<file path="src/rtl/cla_tree_ctrl.sv">
// Credit-based flow control around a fixed-latency adder tree, with an output FIFO that absorbs every in-flight result.
// Optional macro CLA_TREE_CTRL_SAT_EN: shift-and-saturate on push with sticky sat_flag; otherwise wrap with sat_flag tied low.
module cla_tree_ctrl #(
    parameter int WIDTH_IN   = 40,
    parameter int LAT        = 7,
    parameter int FIFO_DEPTH = 8,
    parameter int OUT_W      = 24,
    parameter int SHIFT      = 16
) (
    input  logic                       clk,
    input  logic                       rst,
    input  logic                       en,
    input  logic                       flush,
    input  logic                       in_valid,
    output logic                       in_ready,
    output logic                       shift_en,
    input  logic signed [WIDTH_IN+6:0] tree_y,
    output logic                       out_valid,
    input  logic                       out_ready,
    output logic signed [OUT_W-1:0]    out_data,
    output logic                       busy,
    output logic                       sat_flag
);
    localparam int TW = WIDTH_IN + 7;
    localparam int PW = $clog2(FIFO_DEPTH);
    localparam int CW = PW + 1;
    localparam int IW = $clog2(LAT + 1);
    localparam int SW = $clog2(FIFO_DEPTH + LAT + 1);

    typedef enum logic [1:0] {
        IDLE  = 2'd0,
        RUN   = 2'd1,
        DRAIN = 2'd2
    } state_t;

    state_t           state_q, state_d;
    logic [LAT-1:0]   vld_q, vld_d;
    logic [PW-1:0]    wr_q, wr_d, rd_q, rd_d;
    logic [CW-1:0]    cnt_q, cnt_d;
    logic [IW-1:0]    inflight;
    logic [SW-1:0]    credits;
    logic             push, pop;
    logic [OUT_W-1:0] push_data;
    logic [OUT_W-1:0] mem [FIFO_DEPTH];

    // Every accepted sample holds a credit from acceptance until it leaves the FIFO,
    // so the FIFO can never overflow while results are in the tree.
    always_comb begin
        inflight = '0;
        for (int i = 0; i < LAT; i++) begin
            inflight = inflight + IW'(vld_q[i]);
        end
    end

    assign credits   = SW'(inflight) + SW'(cnt_q);
    assign in_ready  = (state_q == RUN) && (credits < SW'(FIFO_DEPTH));
    assign shift_en  = in_valid && in_ready;
    assign push      = vld_q[LAT-1];
    assign out_valid = (cnt_q != '0);
    assign pop       = out_valid && out_ready;
    assign busy      = (state_q != IDLE);
    assign out_data  = out_valid ? $signed(mem[rd_q]) : '0;

    assign vld_d[0] = shift_en;
    for (genvar gi = 1; gi < LAT; gi++) begin : g_vld
        assign vld_d[gi] = vld_q[gi-1];
    end

    assign wr_d  = push ? wr_q + PW'(1) : wr_q;
    assign rd_d  = pop  ? rd_q + PW'(1) : rd_q;
    assign cnt_d = cnt_q + CW'(push) - CW'(pop);

    always_comb begin
        state_d = state_q;
        case (state_q)
            IDLE:    if (en) state_d = RUN;
            RUN:     if (flush || !en) state_d = DRAIN;
            DRAIN:   if ((inflight == '0) && (cnt_q == '0)) state_d = IDLE;
            default: state_d = IDLE;
        endcase
    end

    always_ff @(posedge clk or posedge rst) begin
        if (rst) begin
            state_q <= IDLE;
            vld_q   <= '0;
            wr_q    <= '0;
            rd_q    <= '0;
            cnt_q   <= '0;
        end else begin
            state_q <= state_d;
            vld_q   <= vld_d;
            wr_q    <= wr_d;
            rd_q    <= rd_d;
            cnt_q   <= cnt_d;
        end
    end

    // Storage carries no reset; out_valid masks whatever it holds.
    always_ff @(posedge clk) begin
        if (push) begin
            mem[wr_q] <= push_data;
        end
    end

`ifdef CLA_TREE_CTRL_SAT_EN
    logic signed [TW-1:0]    shifted;
    logic [TW-OUT_W:0]       hi;
    logic                    clip;
    logic                    sat_q, sat_d;

    // In range only when every bit above the output sign bit copies it.
    assign shifted = tree_y >>> SHIFT;
    assign hi      = shifted[TW-1:OUT_W-1];
    assign clip    = !((&hi) || !(|hi));

    always_comb begin
        push_data = shifted[OUT_W-1:0];
        if (clip) begin
            push_data = shifted[TW-1] ? {1'b1, {(OUT_W-1){1'b0}}} : {1'b0, {(OUT_W-1){1'b1}}};
        end
    end

    assign sat_d = sat_q || (push && clip);

    always_ff @(posedge clk or posedge rst) begin
        if (rst) begin
            sat_q <= 1'b0;
        end else begin
            sat_q <= sat_d;
        end
    end

    assign sat_flag = sat_q;
`else
    assign push_data = OUT_W'(tree_y >>> SHIFT);
    assign sat_flag  = 1'b0;
`endif

endmodule

</file>
<file path="config.mk">
export PLATFORM = sky130hd
export DESIGN_NAME = cla_tree_ctrl
export DESIGN_NICKNAME = d
export VERILOG_FILES = /design/src/rtl/cla_tree_ctrl.sv
export SDC_FILE = /design/constraint.sdc
export NUM_CORES = 1
export LEC_CHECK = 0
export ABC_AREA = 1
export BUFFER_PORTS_ARGS = -buffer_cell sky130_fd_sc_hd__buf_4
export CORE_MARGIN = 3
export CORE_UTILIZATION = 50
export DETAILED_ROUTE_END_ITERATION = 6
export PLACE_DENSITY = 0.75
export SYNTH_ARGS = -nofsm -noshare
export SYNTH_HDL_FRONTEND = slang
export SYNTH_SLANG_ARGS = --single-unit
export TNS_END_PERCENT = 100
</file>
<file path="constraint.sdc">
create_clock -name clk -period 3.97 [get_ports clk]
set_input_delay 0 -clock clk [delete_from_list [all_inputs] [get_ports clk]]
set_output_delay 0 -clock clk [all_outputs]
set_load 0.05 [all_outputs]
</file>
==> results.md <==
- Worst endpoint data arrival time: between 3 and 4 ns
- Max VDD drop: 0.0006391 V
- Count of cell types in the netlist: 21
- Seq/Total Area, Yosys: about two thirds
- Dpl ws: between 0.5 and 0.6 ns
- DR DRC count: 0
- Post-route core utilization: between 60% and 70%
- Met3 Track Usage GR: between 3 and 4%
- Global-route wire length before repair: between 30000 and 40000 um
- Area of the core: around 0.018 mm2
- Tmin final: ~3.8 ns
- Slew @ Worst Pin: roughly 1.0 ns
- Most used cell, CP: nand2_1
- RD Place Congestion: about 0.74
- Status: complete, no violations
- Type of the most critical hold path: in -> async
- WP buf/inv: 4
- GRT Max-Usage Layer: met2
- Initial antenna violation count: 0
- MaxCap Viol Count: 0
- Synth Instances: slightly below 900
- Crit path from: vld_q[0]
- CTS tree: built
- CP top delay family: adder cells
- CP Launch Type: register
- Count of final setup violators: 0
- Clock-pin slew on the worst setup and hold paths: roughly 0.06 ns
- DRT Pass-1 Iters: 4
- TritonCTS Buffers: 22
- Leakage: 4.790 nW
- Die Ht: between 100 and 150 um
- CP cell instances: fa_1 > inv_1 > fa_1 > fa_2 > fa_1 > inv_1 > ha_1 > nand2_1 > inv_1 > nand2_1 > nand2_1 > nand2_1 > nand3_2 > nor2_2 > buf_6
- Post-DR vias/cell: between 5 and 6
- GR Util met2: 36.24%
- Rows: 48
- Worst Path Max Fanout: 2
- Slew headroom: roughly 30%
- Worst endpoint required time: between 3 and 4 ns
- RR Startpoint: vld_q[0]
- Peak Freq: 262.3 MHz
- Clock sinks: between 200 and 250
- Syn Nets: 962
- Post-DRT Antenna Nets: 0
- Clock Path Buffers: 3
- Pwr per Cell Area: roughly 740 mW/mm2
- Total die area: approximately 0.02 mm2
- Cell area after synthesis: approximately 0.0092 mm2
- Final nets: 1051
- Die X-Extent: between 100 and 150 um
- Fin. Hold Viols: 0
- Io pins: 82
- GRT Util Overall: 19.72%
- Largest net degree at the start of global routing: about 80
- Max stage delay on crit path: between 0.5 and 0.6 ns
- Area delta synth->final: 18.60%
- Share of cells above drive strength 1: around 12%
- Fin crit share: between 90% and 100%
- Root buffer cell: clkbuf_16
- Critical-path top delay cell: fa_1
- FF-to-FF setup slack: between 0.6 and 0.7 ns
- Clk Latency, worst-skew pair: roughly 0.50 ns
- FF+latch count, synth: ~210
- Final Max Tran Viols: 0
- Ys Warns: 0
- Gr ovfl total: 0
- Final setup TNS: 0 ns
- Layout Skew: between 0.01 and 0.015 ns
- Avg Cell Area, Syn: 10.26 um2
- Routed WL: around 19000 um
- Setup ws final: around 0.16 ns
- Starting DRC count in detailed routing: 537
- Vias in the first global route: 6090
- Cell area after layout: 0.01089 mm2
- Area after DPL: between 0.009 and 0.01 mm2
- Via count: roughly 6000
- Post-DP HPWL: roughly 10000 um
- Inserted Diodes: 0
- Routed WL per cell: around 16 um
- Initial Utilization: a little over half
- CP Capture Type: output pin
- PortBufs: 57
- Htree depth: 1
- Met1 usage: a little under a quarter
- Crit Path Category: reg -> out
[synthesized netlist by cell type, drive strengths merged]
cell type / number / share of area, %
conb: 1 / 0.041
xor2: 2 / 0.19
inv: 149 / 6.1
fa: 5 / 1.1
a211oi: 1 / 0.082
ha: 9 / 1.2
nand3: 78 / 4.3
clkbuf: 10 / 0.41
xnor2: 2 / 0.19
a21oi: 26 / 1.4
buf: 28 / 1.7
edfxtp: 192 / 63
or2: 2 / 0.14
dfrtp: 19 / 5.2
nor2: 107 / 4.4
o21ai: 3 / 0.16
nand2: 260 / 11
o211ai: 1 / 0.082
[stage by stage]
step                power (mW)  instances  hold slack, ns
CTS                      8.148       1223          0.1857
detailed placement       6.053       1153          0.1608
global route             8.572       1225          0.2593
finish                   8.092       1225          0.1811
floorplan                5.138        895        -0.04887
global placement         5.986       1153          0.1548
[logic make-up after synthesis]
kind of cell             share of synthesized area [%]
AO/OA/AOI/OAI                                    1.744
XOR/XNOR                                        0.3816
adder cells (fa/ha/maj)                          2.316
buffers and inverters                            8.162
flip-flops                                       67.97
other                                          0.04084
AND/OR/NAND/NOR                                  19.39
[cell type report]
| cell class | count | area [um2] |
|---|---|---|
| clock buffer | 26 | 586.8 |
| timing repair buffer | 103 | 852.1 |
| tap | 225 | 281.5 |
| multi-input combinational | 497 | 2222 |
| fill | 1373 | 6766 |
| clock inverter | 14 | 142.6 |
| inverter | 149 | 559.3 |
| sequential | 211 | 6246 |
[worst min-delay path, cell delays in order]
cell and delay, ns:
dlygate4sd3_1 0.53, buf_4 0.13, inv_1 0.51
[report_power, final]
group | total, mW | switching [mW] | internal [mW]
Clock | 2.05 | 0.803 | 1.25
Sequential | 2.70 | 0.154 | 2.55
Combinational | 3.34 | 2.36 | 0.982
Total | 8.09 | 3.31 | 4.78
[sequential cells by signal, summed over array words and instances (netlist names)]
name,cells
cnt_q,4
mem,192
rd_q,3
state_q,2
vld_q,7
wr_q,3
[layer usage]
metal,vias to the layer above,part of all wire [%]
met5,-,0
met1,2933,39
met2,197,52
met4,0,2.4
li1,3014,-
met3,37,6.4
[path summary, 6_finish.rpt]
kind | cells past startpoint | end
hold reg to reg | 0 | vld_q[6]
max in group asynchronous | 3 | rd_q[0]
setup reg to reg | 15 | vld_q[0]
setup / recovery | 15 | shift_en
min in group clk | 2 | mem[3][1]
hold / removal | 3 | vld_q[0]
[cell usage in the layout, fill, tap and decap left out, types with 5 or more instances in the layout]
| cell | Yosys | final |
|---|---|---|
| nand2_1 | 260 | 260 |
| nor2_1 | 107 | 98 |
| edfxtp_1 | 192 | 192 |
| a21oi_1 | 26 | 26 |
| buf_4 | 7 | 72 |
| dfrtp_1 | 19 | 17 |
| dlygate4sd3_1 | 0 | 30 |
| clkbuf_16 | 0 | 23 |
| clkinv_1 | 0 | 5 |
| inv_1 | 146 | 146 |
| clkinv_2 | 0 | 5 |
| nor2_2 | 0 | 9 |
| nand3_1 | 78 | 77 |
| ha_1 | 9 | 9 |
[timing repair]
action                                 4_1_cts  5_1_grt
endpoints found under the hold margin      217        0
resized for setup                            0        4
setup buffers                                0        2
setup endpoints to repair                    0        2
hold buffers                                30        0
(Power assumes the default switching activity.)
